==> config.mk <==
export PLATFORM = sky130hd
export DESIGN_NAME = mimo_enq_arbiter
export DESIGN_NICKNAME = d
export VERILOG_FILES = /design/src/rtl/mimo_enq_arbiter.sv
export SDC_FILE = /design/constraint.sdc
export NUM_CORES = 1
export LEC_CHECK = 0
export ABC_CLOCK_PERIOD_IN_PS = 3700
export CAP_MARGIN = 20
export CORE_MARGIN = 8
export CORE_UTILIZATION = 27
export DETAILED_ROUTE_END_ITERATION = 16
export GPL_ROUTABILITY_DRIVEN = 0
export GPL_TIMING_DRIVEN = 0
export PLACE_DENSITY_LB_ADDON = 0.12
export SLEW_MARGIN = 0
export SYNTH_ARGS = -nofsm -noshare
export SYNTH_HDL_FRONTEND = slang
export SYNTH_SLANG_ARGS = --single-unit
export TNS_END_PERCENT = 1
==> constraint.sdc <==
create_clock -name CLK -period 3.7 [get_ports CLK]
set_input_delay 0.555 -clock CLK [delete_from_list [all_inputs] [get_ports CLK]]
set_output_delay 0.555 -clock CLK [all_outputs]
set_load 0.01 [all_outputs]
==> src/rtl/mimo_enq_arbiter.sv <==
// mimo_enq_arbiter: shares one width-up MIMO enq port between numReq requesters.
// A grant is held for one full MIMO output word (BEATS input beats) so every
// output word comes from a single source; words are granted round-robin.
//
// Optional build macro MIMO_ARB_PRIO0_EN: requester 0 gets strict priority at
// arbitration time and its words do not move the round-robin pointer.
//
// FSM states:
//   S_IDLE   | no owner; arbitrate among req_want, all RDY low (one bubble cycle)
//   S_LOCKED | owner gnt_q streams BEATS beats straight through to the MIMO
module mimo_enq_arbiter #(
  parameter int numReq   = 4,
  parameter int widthIn  = 32,
  parameter int widthOut = 128
) (
  input  logic                        CLK,
  input  logic                        RST,
  input  logic [numReq-1:0]           req_want,
  input  logic [numReq-1:0]           req_enq__ENA,
  input  logic [numReq*widthIn-1:0]   req_enq_v,
  output logic [numReq-1:0]           req_enq__RDY,
  output logic                        mimo_enq__ENA,
  output logic [widthIn-1:0]          mimo_enq_v,
  input  logic                        mimo_enq__RDY,
  output logic [((numReq > 1) ? $clog2(numReq) : 1)-1:0] owner,
  output logic                        owner__VALID
);

  localparam int BEATS = widthOut / widthIn;
  localparam int IDW   = (numReq > 1) ? $clog2(numReq) : 1;
  localparam int CW    = $clog2(BEATS + 1);

  // Reject geometries where an output word is not a whole number of beats.
  generate
    if ((widthOut < widthIn) || ((widthOut % widthIn) != 0)) begin : g_bad_width
      $error("mimo_enq_arbiter: widthOut must be a positive integer multiple of widthIn");
    end
    if ((numReq < 1) || (numReq > 16)) begin : g_bad_numreq
      $error("mimo_enq_arbiter: numReq must be in 1..16");
    end
  endgenerate

  typedef enum logic {
    S_IDLE   = 1'b0,
    S_LOCKED = 1'b1
  } state_t;

  state_t           state_q, state_d;
  logic [IDW-1:0]   gnt_q, gnt_d;
  logic [IDW-1:0]   ptr_q, ptr_d;
  logic [CW-1:0]    cnt_q, cnt_d;

  logic             win_found;
  logic [IDW-1:0]   win_idx;
  logic             beat_acc;
  logic [IDW-1:0]   ptr_after_gnt;

  // Winner search: first requester wanting a word, starting at ptr_q and wrapping.
  always_comb begin
    win_found = 1'b0;
    win_idx   = '0;
    for (int k = 0; k < numReq; k++) begin
      if (!win_found && req_want[(int'(ptr_q) + k) % numReq]) begin
        win_found = 1'b1;
        win_idx   = IDW'((int'(ptr_q) + k) % numReq);
      end
    end
`ifdef MIMO_ARB_PRIO0_EN
    if (req_want[0]) begin
      win_found = 1'b1;
      win_idx   = '0;
    end
`endif
  end

  // A beat moves only when the owner strobes and the MIMO can take it; the
  // owner's ENA is already qualified by its RDY, so no ENA->RDY path exists.
  assign beat_acc = (state_q == S_LOCKED) && req_enq__ENA[gnt_q] && mimo_enq__RDY;

  assign ptr_after_gnt = (int'(gnt_q) == numReq - 1) ? '0 : IDW'(gnt_q + 1'b1);

  // State register.
  always_ff @(posedge CLK) begin
    if (RST) begin
      state_q <= S_IDLE;
      gnt_q   <= '0;
      ptr_q   <= '0;
      cnt_q   <= '0;
    end else begin
      state_q <= state_d;
      gnt_q   <= gnt_d;
      ptr_q   <= ptr_d;
      cnt_q   <= cnt_d;
    end
  end

  // Next-state logic: lock on a winner, release after the last beat of the word.
  always_comb begin
    state_d = state_q;
    gnt_d   = gnt_q;
    ptr_d   = ptr_q;
    cnt_d   = cnt_q;
    unique case (state_q)
      S_IDLE: begin
        if (win_found) begin
          state_d = S_LOCKED;
          gnt_d   = win_idx;
          cnt_d   = '0;
        end
      end
      S_LOCKED: begin
        if (beat_acc) begin
          if (cnt_q == CW'(BEATS - 1)) begin
            state_d = S_IDLE;
            cnt_d   = '0;
`ifdef MIMO_ARB_PRIO0_EN
            if (gnt_q != '0) ptr_d = ptr_after_gnt;
`else
            ptr_d = ptr_after_gnt;
`endif
          end else begin
            cnt_d = cnt_q + 1'b1;
          end
        end
      end
      default: state_d = S_IDLE;
    endcase
  end

  // Outputs: only the owner sees RDY, and its beats pass through with no delay.
  always_comb begin
    req_enq__RDY  = '0;
    mimo_enq__ENA = 1'b0;
    owner         = '0;
    owner__VALID  = 1'b0;
    mimo_enq_v    = req_enq_v[int'(gnt_q)*widthIn +: widthIn];
    if (state_q == S_LOCKED) begin
      req_enq__RDY[gnt_q] = mimo_enq__RDY;
      mimo_enq__ENA       = beat_acc;
      owner               = gnt_q;
      owner__VALID        = 1'b1;
    end
  end

endmodule

Yosys cells after proc, flatten, opt, wreduce, memory -nomap -nowiden
Cells that the tools add are included.
{"block": "classes", "add_sub_neg": 5, "n_mul": 0, "n_div": 0, "magnitude_cmp": 6, "n_eq_ne": 4, "shift": 1, "n_mux": 36, "n_bitwise": 5, "n_reduce_logical": 15}
{"operator": "$shiftx A128 B8 Y32", "n": 1}
{"operator": "$mux W1", "n": 18}
{"operator": "$lt A3 B4 Y1 const B", "n": 3}
{"operator": "$mux W2", "n": 6}
{"operator": "$bmux W1 S2", "n": 5}
{"operator": "$mux W3", "n": 3}
{"operator": "$logic_and A1 B1 Y1", "n": 6}
{"operator": "$lt A2 B3 Y1 const B", "n": 2}
{"operator": "$pmux W3 S2", "n": 1}
{"operator": "$reduce_or A2 Y1", "n": 3}
{"operator": "$add A2 B1 Y2 const B", "n": 2}
{"operator": "$add A2 B2 Y2 const B", "n": 2}
{"operator": "$and A4 B4 Y4", "n": 1}
{"operator": "$mux W4", "n": 1}
{"operator": "$reduce_and A2 Y1", "n": 2}
{"operator": "$add A3 B1 Y3 const B", "n": 1}
{"operator": "$and A1 B1 Y1 const A", "n": 3}
{"operator": "$eq A3 B2 Y1 const B", "n": 1}
{"operator": "$logic_not A1 Y1", "n": 3}
{"operator": "$reduce_and A3 Y1", "n": 1}
{"operator": "$demux W1 S2", "n": 1}
{"operator": "$eq A2 B1 Y1 const B", "n": 1}
{"operator": "$ge A2 B1 Y1 const B", "n": 1}
{"operator": "$ne A2 B1 Y1 const B", "n": 1}
{"operator": "3 further kinds", "n": 3}
{"block": "totals", "reg_bits": 8, "latch_bits": 0, "ram_bits": 0, "rom_bits": 0, "in_bits": 139, "out_inout_bits": 40, "mem_count": 0}

Longest topological paths before layout
Gate-level depths: netlist of run 1.
{"block": "logic_depth", "word_depth": 16, "ltp_mapped": 6, "depth_no_buf": 5}

Worst setup path after synthesis of run 1
No wires, ideal clock.
{"block": "synth_path", "path_kind": "register to output", "start": "reg gnt_q[0]", "end": "out mimo_enq_v[0]", "t_arrival_ns": 1.399, "required_time_ns": 3.145, "path_slack_ns": 1.746, "path_stages_with_launch": 4, "cell_sequence": "dfxtp_1 > buf_4 > buf_2 > mux4_2"}
{"block": "synth_between", "elab_chain_len": 1}
{"element": "start, declared", "line": "49", "source": "logic [IDW-1:0] gnt_q, gnt_d;"}
{"element": "start signal, assigned", "line": "91", "source": "gnt_q <= gnt_d;"}
{"element": "$shiftx A128 B8 Y32", "line": "136", "source": "mimo_enq_v = req_enq_v[int'(gnt_q)*widthIn +: widthIn];"}
{"element": "end, declared", "line": "23", "source": "output logic [widthIn-1:0] mimo_enq_v,"}
No other way between the ends.

Worst setup path in the final report of run 1
{"block": "layout_path", "start": "reg gnt_q[0]", "end": "out mimo_enq_v[6]"}
Same word-level chain as after synthesis.

==> run metrics, run 1 <==
Post-CTS Resized 0; fin area 3230 um2; DRC 0; FP Rows 25; slew at the pin closest to its max-slew limit 0.593 ns; synthesized area 1330 um2; Routed Wire Length 7.91 mm; count of final setup violators 0; I/O Pins 179; number of synthesis warnings 0; DP Area 3190 um2; cts bufs inserted 3; crit path max fanout 10; buffer depth of the longest clock path 2; vias in the first global route 1,806; aggregate global routing overflow 0; vias per inst 5.02; Routed WL per cell 22.1 um; Syn-to-layout area delta 144%; Startpoint Class flip-flop; status complete, no violations; Die Height 86.1 um; die width 86.1 um; fraction of layout cells with a size suffix above 1 0.141; RSZ-0062 raised after global routing no; CP required 3.14 ns; worst skew pair latency 0.23 ns; largest net degree at the start of global routing 11; RR Startpoint gnt_q[1]; Syn Area/Cell 12.1 um2; Starting Density 0.281; DRT iter0 DRCs 90; cts hold-fix bufs 0; register bit total from synthesis 8; GR Util All Layers 0.203; Via Count 1,796; post-route insts no fill 358; Post-DP HPWL 7.00 mm; core area 4720 um2; Peak VDD IR 0.184 mV; area of the die 7410 um2; pwr/cell area 186 nW/um2; Min-Delay Path Class reg2reg; WP data arrival 2.23 ns; Final Hold Fails 0; Seq/Total Area, Yosys 0.121; antenna violations before repair 0; Ant. Diodes 0; Cell Chain, Critical Path buf_4, buf_2, mux4_2, clkdlybuf4s50_1; CTS H-tree depth 1; CTS tree done; Crit-path slowest cell mux4_2; Distinct cells, synth 32; Final ANT Viol Nets 0; Final min period 2.78 ns; DR pass1 iterations 4; final setup TNS 0 ns; Setup crit start gnt_q[0]; global-route track usage on met1 0.227; worst stage delay on the critical path 0.54 ns; Mapped Cells 110; CTS sink count 8; Crit. End Element primary output; max_cap viols 0; period utilisation layout 0.752; final net count 437; GR Util met3 0.0487; Lkg Pwr 0.00116 uW; Setup Buffers After CTS 0; Slew HR 0.605; clock-pin slew on the worst setup and hold paths 0.04 ns; port bufs 178; Placed Cells 355; hold_sp cnt_q[2]; clk root buf clkbuf_8; first-pass GRT wire length 11.5 mm; Clock Skew 0.00152 ns; Pins Over Slew Limit 0; Post-Syn Nets 254; gr busiest metal met2; f_max 359 MHz; worst setup path class reg2out; grt met2 use 0.385; Util after Layout 0.685; worst hold slack 0.467 ns
==> state kept, by name (all words and copies together) (netlist names) <==
signal and cells:
ptr_q 2, cnt_q 3, gnt_q 2, state_q 1
==> metrics by stage <==
step	power, uW	setup slack, ns
CTS	608	0.887
floorplan	242	1.75
global route	635	0.788
global placement	497	0.984
detailed placement	502	0.972
finish	601	0.917
==> cell families after synthesis <==
| group | share of synthesized area |
|---|---|
| adders and majority gates | 0.0472 |
| muxes | 0.566 |
| and+or+nand+nor | 0.101 |
| buffers and inverters | 0.0594 |
| AOI/OAI and AO/OA | 0.106 |
| DFF | 0.121 |
==> power by group <==
group	internal, uW	leakage [uW]	total [uW]	switching [uW]
clock network	70.3	0.0000216	103	32.8
logic	281	0.00107	404	123
registers	90.6	0.0000653	94.1	3.50
==> worst paths after layout <==
check                       end  slack, ns  cells after the start
hold / removal         cnt_q[2]       0.47                      2
setup / recovery  mimo_enq_v[6]       0.92                      4
hold reg to reg        cnt_q[2]       0.47                      2
setup reg to reg       ptr_q[1]       1.98                      6
==> layer usage <==
layer  vias up  share of wire
li1        827              -
met1       882           0.40
met2        82           0.52
met3         5          0.079
met4         0         0.0037
met5         -              0
==> cell type report <==
type                    instances  area, um2
multi-input cells              85       1090
clock buffers                   3       41.3
inverters                       7       26.3
fillers                       389       1490
repair buffers                178       1780
flip-flops and latches          8        160
plain buffers                  10       52.6
well taps                      67       83.8
==> worst max-delay path: cells and delay by family, from the launching register on <==
| family | cells | cell delay [ns] |
|---|---|---|
| flip-flops | 1 | 0.37 |
| multiplexers | 1 | 0.54 |
| buffers and inverters | 3 | 1.09 |
==> synth_stat cells <==
| cell type | instances | area share |
|---|---|---|
| ha_1 | 5 | 0.047 |
| dfxtp_1 | 8 | 0.12 |
| nor2b_1 | 2 | 0.0094 |
| a221oi_1 | 1 | 0.0066 |
| nand2b_1 | 1 | 0.0047 |
| buf_2 | 3 | 0.011 |
| a2111oi_0 | 1 | 0.0066 |
| a21o_1 | 1 | 0.0057 |
| clkbuf_1 | 5 | 0.014 |
| buf_4 | 1 | 0.0057 |
| mux4_2 | 32 | 0.54 |
| o2111ai_1 | 1 | 0.0066 |
| a21oi_1 | 7 | 0.026 |
| o22ai_1 | 1 | 0.0047 |
| mux2i_1 | 3 | 0.023 |
| buf_6 | 1 | 0.0085 |
| nand2_1 | 4 | 0.011 |
| nand3_1 | 2 | 0.0075 |
| or4_1 | 1 | 0.0057 |
| and3_1 | 5 | 0.024 |
| and2_1 | 2 | 0.0094 |
| nand4_1 | 1 | 0.0047 |
| nand3b_1 | 1 | 0.0057 |
| inv_1 | 7 | 0.020 |
| a31o_2 | 1 | 0.0066 |
| a2bb2oi_1 | 1 | 0.0066 |
| nand4b_1 | 1 | 0.0066 |
| o22a_1 | 1 | 0.0066 |
| and4_1 | 1 | 0.0066 |
| nor2_1 | 2 | 0.0057 |
| o21ai_0 | 6 | 0.023 |
| o41ai_1 | 1 | 0.0066 |
==> layout by cell type, fill, tap and decap left out, types with 3 or more instances in the layout <==
| cell | Yosys | layout |
|---|---|---|
| a21oi_1 | 7 | 7 |
| and3_1 | 5 | 5 |
| buf_2 | 3 | 3 |
| clkbuf_1 | 5 | 5 |
| clkbuf_8 | 0 | 3 |
| clkdlybuf4s50_1 | 0 | 178 |
| dfxtp_1 | 8 | 8 |
| ha_1 | 5 | 5 |
| inv_1 | 7 | 7 |
| mux2i_1 | 3 | 3 |
| mux4_2 | 32 | 32 |
| nand2_1 | 4 | 4 |
| o21ai_0 | 6 | 6 |
No activity file was read; power rests on OpenSTA's default activity.
==> run 2: changes to the inputs <==
ABC_CLOCK_PERIOD_IN_PS = 2900   (was 3700)
CORE_UTILIZATION = 25   (was 27)
clock period = 2.9 ns   (was 3.7 ns; I/O delays follow)
==> run 2 against run 1 <==
Non-clock buffer count stayed put. Clock power up 35%. First-iteration DRC count fell by 42%. Clock skew rose by 0.0060 ns. Final area is 0.12% higher. Critical path type unchanged. Critical endpoint is now mimo_enq_v[27].
==> run metrics, run 2 (same netlist as run 1, synthesis figures left out) <==
CTS H-tree depth 1 (unchanged); RSZ-0062 raised after global routing no (unchanged); Largest register FFs 3 (unchanged); Layout fillers 427 (was 389); top flop regs cnt_q x3, gnt_q x2, ptr_q x2 (unchanged); DRC 0 (unchanged); GR Util met3 0.0501 (was 0.0487); f_max 375 MHz; clock-pin slew on the worst setup and hold paths 0.05 ns (was 0.04 ns); Routed Wire Length 8.01 mm (was 7.91 mm); most common cell after layout, fill and taps aside clkdlybuf4s50_1 (unchanged); pwr/cell area 240 nW/um2 (was 186 nW/um2); period utilisation layout 0.920; count of final setup violators 0 (unchanged); Post-CTS Resized 0 (unchanged); Peak VDD IR 0.262 mV (was 0.184 mV); Die Height 88.8 um (was 86.1 um); final setup TNS 0 ns (unchanged); Starting Density 0.260 (was 0.281); CTS sink count 8 (unchanged); Min-Delay Path Class reg2reg (unchanged); GR Util All Layers 0.193 (was 0.203); crit path max fanout 10 (unchanged); vias in the first global route 1,775 (was 1,806); WP data arrival 2.23 ns (about the same); Setup Buffers After CTS 0 (unchanged); cts hold-fix bufs 0 (unchanged); port bufs 178 (unchanged); status complete, no violations (unchanged); Via Count 1,837 (was 1,796); final net count 437 (unchanged); Slew HR 0.630 (was 0.605); Util after Layout 0.634 (was 0.685); Lkg Pwr 0.00116 uW (unchanged); cts bufs inserted 3 (unchanged); Crit-path slowest cell mux4_2 (unchanged); Ant. Diodes 0 (unchanged); first-pass GRT wire length 11.3 mm (was 11.5 mm); area of the die 7890 um2 (was 7410 um2); Final ANT Viol Nets 0 (unchanged); Placed Cells 358 (was 355); most frequent cells in the layout 178 x clkdlybuf4s50_1, 32 x mux4_2, 8 x dfxtp_1 (unchanged); worst skew pair latency 0.24 ns (was 0.23 ns); clk root buf clkbuf_8 (unchanged); largest net degree at the start of global routing 11 (unchanged); I/O Pins 179 (unchanged); worst stage delay on the critical path 0.56 ns (was 0.54 ns); aggregate global routing overflow 0 (unchanged); setup ws final 0.233 ns (was 0.917 ns); Final Hold Fails 0 (unchanged); core area 5110 um2 (was 4720 um2); max_cap viols 0 (unchanged); CP required 2.47 ns (was 3.14 ns); buffer depth of the longest clock path 2 (unchanged); Pins Over Slew Limit 0 (unchanged); DR pass1 iterations 4 (unchanged); Clock Skew 0.00757 ns (was 0.00152 ns); FP Rows 26 (was 25); Routed WL per cell 22.2 um (was 22.1 um); fraction of layout cells with a size suffix above 1 0.141 (unchanged); largest register by flop count cnt_q (unchanged); Post-DP HPWL 7.09 mm (was 7.00 mm); antenna violations before repair 0 (unchanged); global-route track usage on met1 0.220 (was 0.227); vias per inst 5.09 (was 5.02); DP Worst Slack 0.416 ns (was 0.972 ns); DRT iter0 DRCs 52 (was 90); slew at the pin closest to its max-slew limit 0.555 ns (was 0.593 ns); grt met2 use 0.346 (was 0.385); Final min period 2.67 ns; Crit. End Element primary output (unchanged); die width 88.8 um (was 86.1 um); Startpoint Class flip-flop (unchanged); Syn-to-layout area delta 144% (about the same); worst setup path class reg2out (unchanged); CTS tree done (unchanged); Cell Chain, Critical Path buf_4, buf_2, mux4_2, clkdlybuf4s50_1 (unchanged); gr busiest metal met2 (unchanged); post-route insts no fill 361 (was 358)
==> run 2: metrics by stage <==
| stage | instance area (um2) | hold WS, ns | power [uW] |
|---|---|---|---|
| floorplan | 1330 | 0.428 | 309 |
| global placement | 3200 | 0.444 | 634 |
| detailed placement | 3200 | 0.455 | 642 |
| CTS | 3240 | 0.466 | 782 |
| global route | 3240 | 0.485 | 817 |
| finish | 3240 | 0.457 | 776 |
==> run 2: report_power, final <==
group / internal (uW) / switching, uW
registers: 115 / 4.22
clock network: 90.3 / 48.3
logic: 360 / 158
total: 565 / 211
==> run 2: path summary, 6_finish.rpt <==
path / startpoint / to / slack (ns) / depth (start not counted)
setup / recovery: gnt_q[0] / mimo_enq_v[27] / 0.23 / 4
hold / removal: cnt_q[0] / cnt_q[0] / 0.46 / 1
setup reg to reg: gnt_q[1] / ptr_q[1] / 1.19 / 6
hold reg to reg: cnt_q[0] / cnt_q[0] / 0.46 / 1
==> run 2: critical path: cells and delay by family, from the launching register on <==
kind | cells | cell delay (ns)
DFF | 1 | 0.37
buffers and inverters | 3 | 1.05
muxes | 1 | 0.56
==> run 2: cell type report <==
type,count,area (um2),area share
timing repair buffer,178,1780,0.550
multi-input combinational,85,1090,0.336
sequential,8,160,0.0495
tap,70,87.6,0.0271
buffer,10,52.6,0.0162
clock buffer,3,41.3,0.0128
inverter,7,26.3,0.00812
==> run 2: layer usage <==
layer  share of wire  wire length (um)
met3           0.094               749
met1            0.38              3020
met2            0.52              4140
met5               0                 0
met4           0.012               100
==> run 3: changes to the inputs <==
CORE_UTILIZATION = 26   (was 25)
CTS_BUF_LIST = sky130_fd_sc_hd__clkbuf_2   (was not set)
==> run 3 against run 2 <==
Core utilization rose by 0.71 points. Combinational power is essentially flat. Die area is 3.2% lower. Sequential cell count did not move. Via count shrank 1.6%. Fmax decreased by 0.23%. Count of clock-buffer cells in the layout unchanged. Global-route usage grew 0.30 points. Clock power decreased by 53%. Sequential power is essentially flat. Worst hold slack gained 0.011 ns. Setup slack worse by 0.0061 ns. Largest cell class unchanged.
==> run metrics, run 3 (same netlist as run 1, synthesis figures left out) <==
largest net degree at the start of global routing 11 (unchanged); Min-Delay Path Class reg2reg (unchanged); Layout fillers 446 (was 427); Routed Wire Length 7.71 mm (was 8.01 mm); vias per inst 5.01 (was 5.09); CTS H-tree depth 1 (unchanged); crit path max fanout 10 (unchanged); Setup crit start gnt_q[0] (unchanged); count of final setup violators 0 (unchanged); Routed WL per cell 21.4 um (was 22.2 um); Setup Buffers After CTS 0 (unchanged); Pins Over Slew Limit 0 (unchanged); CP required 2.47 ns (about the same); first-pass GRT wire length 11.4 mm (was 11.3 mm); DR pass1 iterations 4 (unchanged); aggregate global routing overflow 0 (unchanged); DRC 0 (unchanged); cts bufs inserted 3 (unchanged); DP Worst Slack 0.393 ns (was 0.416 ns); area of the die 7640 um2 (was 7890 um2); Via Count 1,807 (was 1,837); WP data arrival 2.24 ns (was 2.23 ns); Clock Skew 0.00109 ns (was 0.00757 ns); Die Height 87.4 um (was 88.8 um); pwr/cell area 219 nW/um2 (was 240 nW/um2); Startpoint Class flip-flop (unchanged); FP Rows 26 (unchanged); post-route insts no fill 361 (unchanged); GR Util All Layers 0.196 (was 0.193); most common cell after layout, fill and taps aside clkdlybuf4s50_1 (unchanged); RSZ-0062 raised after global routing no (unchanged); worst skew pair latency 0.23 ns (was 0.24 ns); Starting Density 0.265 (was 0.260); buffer depth of the longest clock path 2 (unchanged); largest register by flop count cnt_q (unchanged); clock-pin slew on the worst setup and hold paths 0.08 ns (was 0.05 ns); Lkg Pwr 0.00115 uW (was 0.00116 uW); Post-CTS Resized 0 (unchanged); DRT iter0 DRCs 58 (was 52); clk root buf clkbuf_2 (was clkbuf_8); Final min period 2.67 ns (about the same); die width 87.4 um (was 88.8 um); CTS tree done (unchanged); f_max 374 MHz (was 375 MHz); period utilisation layout 0.922 (was 0.920); Crit. End Element primary output (unchanged); Final Hold Fails 0 (unchanged); vias in the first global route 1,939 (was 1,775); top flop regs cnt_q x3, gnt_q x2, ptr_q x2 (unchanged); RR Startpoint gnt_q[1] (unchanged); status complete, no violations (unchanged); port bufs 178 (unchanged); Placed Cells 358 (unchanged); setup ws final 0.227 ns (was 0.233 ns); I/O Pins 179 (unchanged); cts hold-fix bufs 0 (unchanged); slew at the pin closest to its max-slew limit 0.552 ns (was 0.555 ns); most frequent cells in the layout 178 x clkdlybuf4s50_1, 32 x mux4_2, 8 x dfxtp_1 (unchanged); Post-DP HPWL 6.85 mm (was 7.09 mm); Syn-to-layout area delta 142% (was 144%); hold_sp cnt_q[0] (unchanged); Peak VDD IR 0.198 mV (was 0.262 mV); core area 5010 um2 (was 5110 um2); final setup TNS 0 ns (unchanged); Pwr Total 702 uW (was 776 uW); Largest register FFs 3 (unchanged); CTS sink count 8 (unchanged); Slew HR 0.632 (was 0.630); Final ANT Viol Nets 0 (unchanged); Ant. Diodes 0 (unchanged); worst setup path class reg2out (unchanged); max_cap viols 0 (unchanged); fraction of layout cells with a size suffix above 1 0.141 (unchanged); final net count 437 (unchanged); antenna violations before repair 0 (unchanged)
## run 3: report_power, final
part           switching [uW]  internal, uW  leakage (uW)
registers                4.12           115     0.0000653
logic                     159           359       0.00107
clock network            37.3          28.2     0.0000125
## run 3: path summary, 6_finish.rpt
path / endpoint / slack [ns] / cells past startpoint
max: mimo_enq_v[6] / 0.23 / 4
min: cnt_q[0] / 0.47 / 1
max reg2reg: ptr_q[1] / 1.16 / 6
min reg2reg: cnt_q[0] / 0.47 / 1
## run 3: routing by layer
metal  wire length, um  track usage
met3               675       0.0528
met2              3950        0.357
met5                 0            0
met1              3010        0.223
met4                85       0.0313
## run 3: cell type report
cell class	instances	area, um2	area share
Multi-Input combinational cell	85	1090	0.339
Tap cell	70	87.6	0.0273
Inverter	7	26.3	0.00818
Buffer	10	52.6	0.0164
Timing Repair Buffer	178	1780	0.555
Clock buffer	3	15.0	0.00468
Sequential cell	8	160	0.0499
## run 3: worst max-delay path, stage by stage, from the launching register on
cell and delay, ns:
dfxtp_1 0.37, buf_4 0.21, buf_2 0.34, mux4_2 0.54, clkdlybuf4s50_1 0.53
## run 3: stage by stage
stage / util / instance area, um2 / hold slack [ns]
final: 0.641 / 3210 / 0.468
after global routing: 0.641 / 3210 / 0.519
after CTS: 0.641 / 3210 / 0.475
after detailed placement: 0.638 / 3200 / 0.457
after global placement: 0.638 / 3200 / 0.443
after floorplan: - / 1330 / 0.428
